--- config.mk ---
export PLATFORM = sky130hd
export DESIGN_NAME = clock_set_controller
export DESIGN_NICKNAME = d
export VERILOG_FILES = /design/src/rtl/clock_set_controller.sv
export SDC_FILE = /design/constraint.sdc
export NUM_CORES = 1
export LEC_CHECK = 0
export ABC_AREA = 1
export CORE_MARGIN = 2
export CORE_UTILIZATION = 50
export CTS_CLUSTER_DIAMETER = 80
export DETAILED_ROUTE_END_ITERATION = 8
export PLACE_DENSITY = 0.76
export SLEW_MARGIN = 10
export SYNTH_ARGS = -nofsm -noshare
export SYNTH_HDL_FRONTEND = slang
export SYNTH_SLANG_ARGS = --single-unit
export TNS_END_PERCENT = 5
--- constraint.sdc ---
create_clock -name clk -period 2.9 [get_ports clk]
set_input_delay 0.58 -clock clk [delete_from_list [all_inputs] [get_ports clk]]
set_output_delay 0.58 -clock clk [all_outputs]
set_load 0.03 [all_outputs]
--- src/rtl/clock_set_controller.sv ---
// Button-driven editor for the running time and four alarm slots.
//
// The user selects a target (time or alarm 0..3) and then edits hours, minutes
// and, for the time only, seconds. All editing happens in a BCD shadow
// register. A commit copies the shadow into the time or alarm outputs and
// raises a strobe for SET_HOLD cycles. Alarm values are kept in a local table,
// so an alarm edit starts from the value last committed for that slot.
//
// Ports:
//   clk, rst       system clock and synchronous active-high reset
//   btn_mode       enter edit from idle; abort while editing (one-cycle pulse)
//   btn_next       confirm target or field and advance (one-cycle pulse)
//   btn_inc        step the selected target or field (one-cycle pulse)
//   cur_time       live packed 24h time, sampled when a time edit begins
//   stime          last committed time value
//   sam_pm         tied low; hours are always issued in 24h form
//   set_time       time commit strobe, high for SET_HOLD cycles
//   set_alarm      alarm commit strobe, high for SET_HOLD cycles
//   alarm_id       alarm slot being edited or committed
//   stime_alarm    last committed alarm value, seconds always zero
//   editing        high whenever the sequencer is not idle
//   edit_field     one-hot {H,M,S} of the field under edit
//   timeout        one-cycle pulse when an edit is dropped for inactivity
//
// Packed layout: [3:0]s0 [6:4]s1 [10:7]m0 [13:11]m1 [17:14]h0 [19:18]h1.

module clock_set_controller #(
  parameter int unsigned TIMEOUT_CYCLES = 20,
  parameter int unsigned SET_HOLD       = 4
) (
  input  logic        clk,
  input  logic        rst,
  input  logic        btn_mode,
  input  logic        btn_next,
  input  logic        btn_inc,
  input  logic [19:0] cur_time,
  output logic [19:0] stime,
  output logic        sam_pm,
  output logic        set_time,
  output logic        set_alarm,
  output logic [1:0]  alarm_id,
  output logic [19:0] stime_alarm,
  output logic        editing,
  output logic [2:0]  edit_field,
  output logic        timeout
);

  localparam int unsigned IdleW = $clog2(TIMEOUT_CYCLES + 1);
  localparam int unsigned HoldW = $clog2(SET_HOLD + 1);
  localparam logic [IdleW-1:0] IdleLast = IdleW'(TIMEOUT_CYCLES - 1);
  localparam logic [HoldW-1:0] HoldLast = HoldW'(SET_HOLD - 1);

  typedef enum logic [2:0] {
    StIdle,
    StSelTarget,
    StEditH,
    StEditM,
    StEditS,
    StCommit
  } state_e;

  state_e           state_q;
  logic [2:0]       target_q;     // 0 = time, 1..4 = alarm 0..3
  logic [19:0]      shadow_q;
  logic [19:0]      alarm_tbl_q [4];
  logic [IdleW-1:0] idle_cnt_q;
  logic [HoldW-1:0] hold_cnt_q;
  logic [19:0]      stime_q;
  logic [19:0]      stime_alarm_q;
  logic [1:0]       alarm_id_q;
  logic             set_time_q;
  logic             set_alarm_q;
  logic             timeout_q;

  // BCD hour step over 00..23. Any 2x hour at or above 23 wraps to 00.
  function automatic logic [5:0] hour_inc(input logic [5:0] h);
    logic [1:0] tens;
    logic [3:0] ones;
    tens = h[5:4];
    ones = h[3:0];
    if (tens == 2'd2 && ones >= 4'd3) return 6'h00;
    if (ones >= 4'd9) return {tens + 2'd1, 4'd0};
    return {tens, ones + 4'd1};
  endfunction

  // BCD step over 00..59, shared by minutes and seconds.
  function automatic logic [6:0] sexa_inc(input logic [6:0] v);
    logic [2:0] tens;
    logic [3:0] ones;
    tens = v[6:4];
    ones = v[3:0];
    if (ones >= 4'd9) begin
      if (tens >= 3'd5) return 7'h00;
      return {tens + 3'd1, 4'd0};
    end
    return {tens, ones + 4'd1};
  endfunction

  logic       any_btn;
  logic       in_edit;
  logic       idle_expire;
  logic       abort;
  logic [1:0] sel_slot;
  logic [19:0] alarm_val;

  always_comb begin
    any_btn     = btn_mode | btn_next | btn_inc;
    in_edit     = (state_q == StSelTarget) || (state_q == StEditH) ||
                  (state_q == StEditM) || (state_q == StEditS);
    // Expiry only counts when no button arrived this cycle; a press wins.
    idle_expire = in_edit && !any_btn && (idle_cnt_q == IdleLast);
    abort       = btn_mode || idle_expire;
    sel_slot    = 2'(target_q - 3'd1);
    alarm_val   = {shadow_q[19:7], 7'd0};
  end

  always_ff @(posedge clk) begin
    if (rst) begin
      state_q       <= StIdle;
      target_q      <= '0;
      shadow_q      <= '0;
      idle_cnt_q    <= '0;
      hold_cnt_q    <= '0;
      stime_q       <= '0;
      stime_alarm_q <= '0;
      alarm_id_q    <= '0;
      set_time_q    <= 1'b0;
      set_alarm_q   <= 1'b0;
      timeout_q     <= 1'b0;
      for (int i = 0; i < 4; i++) alarm_tbl_q[i] <= '0;
    end else begin
      timeout_q <= idle_expire;

      // Inactivity counter: cleared by any press and on every state entry
      // (all entries into editing states are press-driven).
      if (in_edit && !any_btn && !idle_expire) begin
        idle_cnt_q <= idle_cnt_q + 1'b1;
      end else begin
        idle_cnt_q <= '0;
      end

      unique case (state_q)
        StIdle: begin
          if (btn_mode) begin
            state_q  <= StSelTarget;
            target_q <= '0;
          end
        end

        StSelTarget: begin
          if (abort) begin
            state_q <= StIdle;
          end else if (btn_next) begin
            if (target_q == 3'd0) begin
              shadow_q <= cur_time;
            end else begin
              shadow_q   <= alarm_tbl_q[sel_slot];
              alarm_id_q <= sel_slot;
            end
            state_q <= StEditH;
          end else if (btn_inc) begin
            target_q <= (target_q >= 3'd4) ? 3'd0 : target_q + 3'd1;
          end
        end

        StEditH: begin
          if (abort) begin
            state_q <= StIdle;
          end else if (btn_next) begin
            state_q <= StEditM;
          end else if (btn_inc) begin
            shadow_q[19:14] <= hour_inc(shadow_q[19:14]);
          end
        end

        StEditM: begin
          if (abort) begin
            state_q <= StIdle;
          end else if (btn_next) begin
            if (target_q == 3'd0) begin
              state_q <= StEditS;
            end else begin
              // Alarms have no seconds field: commit straight from minutes.
              state_q                 <= StCommit;
              shadow_q[6:0]           <= '0;
              alarm_tbl_q[alarm_id_q] <= alarm_val;
              stime_alarm_q           <= alarm_val;
              set_alarm_q             <= 1'b1;
              hold_cnt_q              <= '0;
            end
          end else if (btn_inc) begin
            shadow_q[13:7] <= sexa_inc(shadow_q[13:7]);
          end
        end

        StEditS: begin
          if (abort) begin
            state_q <= StIdle;
          end else if (btn_next) begin
            state_q    <= StCommit;
            stime_q    <= shadow_q;
            set_time_q <= 1'b1;
            hold_cnt_q <= '0;
          end else if (btn_inc) begin
            shadow_q[6:0] <= sexa_inc(shadow_q[6:0]);
          end
        end

        StCommit: begin
          // Buttons are ignored; the strobe covers exactly SET_HOLD cycles.
          if (hold_cnt_q == HoldLast) begin
            state_q     <= StIdle;
            set_time_q  <= 1'b0;
            set_alarm_q <= 1'b0;
            hold_cnt_q  <= '0;
          end else begin
            hold_cnt_q <= hold_cnt_q + 1'b1;
          end
        end

        default: begin
          state_q     <= StIdle;
          set_time_q  <= 1'b0;
          set_alarm_q <= 1'b0;
        end
      endcase
    end
  end

  always_comb begin
    stime       = stime_q;
    sam_pm      = 1'b0;
    set_time    = set_time_q;
    set_alarm   = set_alarm_q;
    alarm_id    = alarm_id_q;
    stime_alarm = stime_alarm_q;
    timeout     = timeout_q;
    editing     = (state_q != StIdle);
    edit_field  = 3'b000;
    unique case (state_q)
      StEditH: edit_field = 3'b100;
      StEditM: edit_field = 3'b010;
      StEditS: edit_field = 3'b001;
      default: edit_field = 3'b000;
    endcase
  end

endmodule

==> impl_metrics.py, run 1 <==
metrics = {
    "status": {
        "status": "complete, but fails checks",
        "violations": "design-rule violations",
    },
    "timing": {
        "maxSlewHeadroom_pct": 61.5,
        "fin_tns_setup_ns": 0,
        "finClkSkew_ns": 0.00614,
        "finalCriticalPeriod_ns": 2.73,
        "fin_crit_sh_pct": 94.2,
        "finalWorstSetupSlack_ns": 0.169,
        "hold_violations": 0,
        "slew_viol_final": 0,
        "setup_viol": 0,
        "fmax_ghz": 0.366,
        "rsz0062_at_grt": "false",
        "holdWs_ns": 0.447,
        "worst_pin_slew_ns": 0.576,
    },
    "cells_and_area": {
        "nNetsFinal": 823,
        "syn_to_final_growth_pct": 22.8,
        "diodes": 0,
        "final_common_cell": "nor2_1",
        "layout_common_cells": "139 x nor2_1, 97 x o21ai_0, 92 x nand2_1, 72 x dfxtp_1, 65 x clkdlybuf4s50_1",
        "drive_above_1_share_pct": 9.71,
    },
    "power_and_ir_drop": {
        "p_comb_share_pct": 38.4,
        "p_sw_mw": 2.81,
        "internal_power_mw": 4.03,
        "seqPwrFrac_pct": 32.3,
        "p_per_area_nw_per_um2": 944,
        "pwr-share-clk_pct": 29.3,
        "leakagePower_nw": 2.96,
        "power_switching_share_pct": 41.1,
        "peakVddDrop_v": 0.000564,
    },
    "clock_network": {
        "cts_sinks": 124,
        "cts_buffer_depth": 2,
        "h-tree-depth": 4,
        "clk_pin_slew_worst_paths_ns": 0.06,
        "postCtsHoldBufs": 0,
        "cts_buffers": 17,
        "cts_resized": 0,
        "cts_tree": "yes",
        "cts-root-buf": "clkbuf_16",
        "postCtsSetupRepairBufs": 0,
        "clk_latency_ns": 0.42,
    },
    "route": {
        "viasPerCell": 5.64,
        "wl_per_cell_um": 16.5,
        "drc": 2,
        "vias": 5282,
        "antenna_left": 0,
        "drtIter0Drc": 421,
        "first_pass_iters": 8,
        "totalWireLength_mm": 15.5,
    },
    "min_path": {
        "min_path_type": "register to register",
        "whs_path_depth": 1,
    },
    "worst_setup_path": {
        "cp_data_arrival_time_ns": 2.15,
        "critPathRequiredTime_ns": 2.32,
        "r2r_slack_ns": 0.58,
        "crit_type": "register to primary output",
        "crit_path_start_kind": "register",
        "worstPathMaxFanout": 7,
        "crit_path_end_kind": "primary output",
        "worst-r2r-cell-count": 10,
    },
    "floorplan": {
        "die_x_um": 113,
        "fp.dieH_um": 113,
        "start_util_pct": 51.5,
        "io_pins": 75,
        "core_um2": 11500,
        "placement_rows": 39,
        "die_area_um2": 12700,
    },
    "flow_run": {
        "maxCapViolCount": 0,
    },
    "synth": {
        "syn_area_um2": 5900,
        "seq_area_frac_synth_pct": 50.9,
        "ys_types": 38,
        "syn_inst": 711,
        "synth-async-reset-ratio_pct": 0,
        "avgSynthCellArea_um2": 8.30,
        "ys.flop_type": "dfxtp_1",
        "synth_edf_count": 52,
        "yosysWarnings": 0,
        "synth_seq_cells": 124,
    },
    "grt": {
        "antenna_found_initial": 0,
        "gr-usage-all-layers_pct": 25.5,
        "grt_max_degree": 41,
        "grt_pass1_wl_mm": 25.6,
        "grt_pass1_vias": 5317,
        "grt-ovfl-total": 0,
    },
    "placed_design": {
        "io_buffers": 66,
        "pre_cts_ws_ns": 0.169,
        "hpwl_mm": 10.6,
        "gp_congestion": 0.906,
    },
}
[cells in the mapped netlist (all sizes together) (2+ instances only)]
library cell,instances,area share [%]
a21oi,39,3.3
a31oi,6,0.64
buf,18,1.9
clkbuf,18,1.1
clkinv,5,0.32
dfxtp,72,24
edfxtp,52,26
ha,18,3.8
inv,60,3.8
nand2,99,6.7
nand3,32,3.0
nand4,2,0.57
nor2,147,10
nor3,6,0.51
o211ai,12,1.5
o21ai,98,8.3
o21bai,2,0.25
o22ai,3,0.32
or2,7,0.74
xnor2,5,0.74
xor2,5,0.74
[logic make-up (layout without fill, tap and decap cells)]
logic type                 after synthesis  count (layout)  share of synthesized area [%]
and+or+nand+nor                        295             295                           21.9
AOI/OAI and AO/OA                      162             162                           14.6
DFF                                    124             124                           50.9
buffers and inverters                  101             176                           7.23
adders and majority gates               18              18                           3.81
xor gates and xnor gates                10              10                           1.48
other                                    1               8                         0.0635
[routing by layer]
| layer | global-route usage (%) | wire (um) |
|---|---|---|
| met1 | 32.7 | 6510 |
| met2 | 41.1 | 7330 |
| met3 | 6.59 | 1230 |
| met4 | 10.9 | 387 |
| met5 | 0 | 0 |
[power groups by stage]
stage / Clock (mW) / Sequential, mW / Combinational, mW
finish: 2.01 / 2.21 / 2.63
global route: 2.09 / 2.24 / 2.93
CTS: 2.02 / 2.21 / 2.60
detailed placement: 0 / 2.24 / 2.57
global placement: 0 / 2.23 / 2.48
floorplan: 0 / 2.26 / 1.78
[sequential cells by signal, indices dropped and copies added (netlist names)]
| register | count |
|---|---|
| set_time | 1 |
| state_q | 3 |
| timeout | 1 |
| target_q | 3 |
| alarm_tbl_q | 52 |
| hold_cnt_q | 3 |
| stime | 20 |
| shadow_q | 20 |
| stime_alarm | 13 |
| set_alarm | 1 |
| idle_cnt_q | 5 |
| alarm_id | 2 |
[critical path: stages, from the launching register on]
cell,delay (ns)
dfxtp_1,0.38
nor2_2,0.26
nand2_2,0.17
inv_1,0.21
clkdlybuf4s50_1,0.71
[metrics by stage]
| step | util (%) | instance area (um^2) | instances | total power [mW] |
|---|---|---|---|---|
| finish | 63.3 | 7250 | 936 | 6.85 |
| global route | 63.3 | 7250 | 936 | 7.26 |
| CTS | 63.2 | 7250 | 936 | 6.83 |
| detailed placement | 58.4 | 6690 | 904 | 4.81 |
| global placement | 58.4 | 6690 | 904 | 4.71 |
| floorplan | - | 5940 | 718 | 4.04 |
[worst paths after layout]
| kind | startpoint | end |
|---|---|---|
| setup / recovery | state_q[1] | edit_field[0] |
| hold / removal | idle_cnt_q[0] | idle_cnt_q[0] |
| setup reg to reg | target_q[0] | shadow_q[7] |
| hold reg to reg | idle_cnt_q[0] | idle_cnt_q[0] |
[cell type report]
cell class	count	area, um^2
Multi-Input combinational cell	493	2510
Fill cell	951	4210
Clock inverter	13	103
Sequential cell	124	3000
Clock buffer	19	455
Timing Repair Buffer	79	761
Inverter	65	244
Tap cell	143	179
(Power assumes the default switching activity.)
==> inputs of run 2 (changes only) <==
--- a/config.mk
+++ b/config.mk
@@ -6,7 +6,6 @@
 export NUM_CORES = 1
 export LEC_CHECK = 0
 export ABC_AREA = 1
-export CORE_MARGIN = 2
 export CORE_UTILIZATION = 50
 export CTS_CLUSTER_DIAMETER = 80
 export DETAILED_ROUTE_END_ITERATION = 8
==> run 2 against run 1 <==
The run now ends clean. Largest power group unchanged. Flip-flop and latch count stayed put. Die area decreased by 3.5%. Largest cell class unchanged. Hold slack improved by 0.0087 ns.
==> impl_metrics.py, run 2 (synthesis gave the netlist of run 1 again) <==
metrics = {
    "cells_and_area": {
        "fin_cells": 938,
        "layout_common_cells": "139 x nor2_1, 97 x o21ai_0, 92 x nand2_1, 72 x dfxtp_1, 66 x clkdlybuf4s50_1",
        "largest_reg_flops": 52,
        "nNetsFinal": 825,
        "largest-register": "alarm_tbl_q",
        "diodes": 0,
        "drive_above_1_share_pct": 9.69,
        "final_cell_area_um2": 7330,
        "final_util_pct": 63.9,
        "ff_latch_area_um2": 3000,
        "multi_input_comb_area_um2": 2510,
        "final_common_cell": "nor2_1",
        "fillers": 961,
        "syn_to_final_growth_pct": 24.1,
    },
    "route": {
        "wl_per_cell_um": 15.9,
        "drtIter0Drc": 496,
        "viasPerCell": 5.47,
        "first_pass_iters": 5,
        "antenna_left": 0,
        "drc": 0,
        "vias": 5131,
        "totalWireLength_mm": 14.9,
    },
    "timing": {
        "hold_violations": 0,
        "maxSlewHeadroom_pct": 64.7,
        "finalWorstSetupSlack_ns": 0.115,
        "worst_pin_slew_ns": 0.528,
        "fin_crit_sh_pct": 96.0,
        "finClkSkew_ns": 0.00377,
        "fmax_ghz": 0.359,
        "fin_tns_setup_ns": 0,
        "setup_viol": 0,
        "finalCriticalPeriod_ns": 2.79,
        "rsz0062_at_grt": "false",
        "holdWs_ns": 0.456,
        "slew_viol_final": 0,
    },
    "power_and_ir_drop": {
        "internal_power_mw": 4.31,
        "p_sw_mw": 2.73,
        "p_per_area_nw_per_um2": 961,
        "pwr-share-clk_pct": 31.7,
        "p_comb_share_pct": 36.9,
        "power_mw": 7.04,
        "peakVddDrop_v": 0.000665,
        "seqPwrFrac_pct": 31.4,
        "leakagePower_nw": 2.96,
        "power_switching_share_pct": 38.8,
    },
    "grt": {
        "grt_pass1_vias": 4983,
        "grt_max_degree": 41,
        "grt_pass1_wl_mm": 24.6,
        "gr-usage-all-layers_pct": 25.5,
        "grt-ovfl-total": 0,
        "antenna_found_initial": 0,
    },
    "placed_design": {
        "place_area_um2": 6710,
        "pre_cts_ws_ns": 0.136,
        "io_buffers": 66,
        "hpwl_mm": 10.2,
        "dp.cells": 906,
        "gp_congestion": 0.894,
    },
    "clock_network": {
        "cts_tree": "yes",
        "postCtsHoldBufs": 0,
        "cts_resized": 0,
        "clk_latency_ns": 0.42,
        "cts_sinks": 124,
        "cts_buffers": 17,
        "postCtsSetupRepairBufs": 0,
        "cts-root-buf": "clkbuf_16",
        "clk_pin_slew_worst_paths_ns": 0.05,
        "h-tree-depth": 4,
        "cts_buffer_depth": 2,
    },
    "floorplan": {
        "die_area_um2": 12200,
        "fp.dieH_um": 111,
        "placement_rows": 39,
        "io_pins": 75,
        "start_util_pct": 51.5,
        "die_x_um": 111,
        "core_um2": 11500,
    },
    "worst_setup_path": {
        "cp_data_arrival_time_ns": 2.21,
        "crit_path_end_kind": "primary output",
        "crit_type": "register to primary output",
        "critPathRequiredTime_ns": 2.32,
        "crit_path_start_kind": "register",
        "worstPathMaxFanout": 8,
    },
    "min_path": {
        "min_path_type": "register to register",
    },
    "status": {
        "status": "finished, final reports clean",
    },
    "flow_run": {
        "maxCapViolCount": 0,
    },
}
==> run 2: cell types whose count changed in the layout (fill, tap and decap cells not counted), sizes merged <==
cell / previous run / this run
buf: 13 / 15
bufinv: 0 / 4
clkbuf: 19 / 17
clkdlybuf4s50: 65 / 66
clkinv: 7 / 9
clkinvlp: 2 / 5
dlymetal6s2s: 1 / 0
inv: 69 / 62
==> run 2: area by class of cell <==
| cell class | count | share of cell area (%) |
|---|---|---|
| flip-flops and latches | 124 | 41.0 |
| multi-input cells | 493 | 34.2 |
| repair buffers | 81 | 10.5 |
| clock buffers | 17 | 5.80 |
| inverters | 65 | 3.33 |
| clock inverters | 15 | 2.68 |
| well taps | 143 | 2.44 |
==> run 2: path summary, 6_finish.rpt <==
kind / slack [ns] / depth (start not counted) / startpoint / end
hold reg to reg: 0.46 / 1 / idle_cnt_q[0] / idle_cnt_q[0]
setup / recovery: 0.11 / 4 / state_q[2] / edit_field[2]
setup reg to reg: 0.61 / 11 / target_q[0] / alarm_tbl_q[2][12]
hold / removal: 0.46 / 1 / idle_cnt_q[0] / idle_cnt_q[0]
==> run 2: power by group through the flow <==
stage | Clock [mW] | Combinational [mW] | Sequential (mW)
final | 2.23 | 2.60 | 2.21
after global routing | 2.33 | 2.89 | 2.24
after global placement | 0 | 2.48 | 2.23
after detailed placement | 0 | 2.55 | 2.24
after CTS | 2.24 | 2.58 | 2.21
after floorplan | 0 | 1.78 | 2.26
==> run 2: metal layers <==
layer | global-route usage [%] | vias up | share of wire, %
li1 | - | 2481 | -
met1 | 32.8 | 2399 | 43
met2 | 41.4 | 223 | 47
met3 | 5.90 | 28 | 8.1
met4 | 10.1 | 0 | 2.0
met5 | 0 | - | 0
==> run 2: critical path, cell delays in order, from the launching register on <==
cell             delay, ns
dfxtp_1               0.43
inv_1                 0.21
nand3_2               0.19
inv_1                 0.24
clkdlybuf4s50_1       0.71
==> inputs of run 3 (changes only) <==
--- a/config.mk
+++ b/config.mk
@@ -9,6 +9,7 @@
 export CORE_UTILIZATION = 50
 export CTS_CLUSTER_DIAMETER = 80
 export DETAILED_ROUTE_END_ITERATION = 8
+export GPL_TIMING_DRIVEN = 1
 export PLACE_DENSITY = 0.76
 export SLEW_MARGIN = 10
 export SYNTH_ARGS = -nofsm -noshare
==> results of run 3 <==
No change in the layout: final DEF, timing and power equal those of run 2.
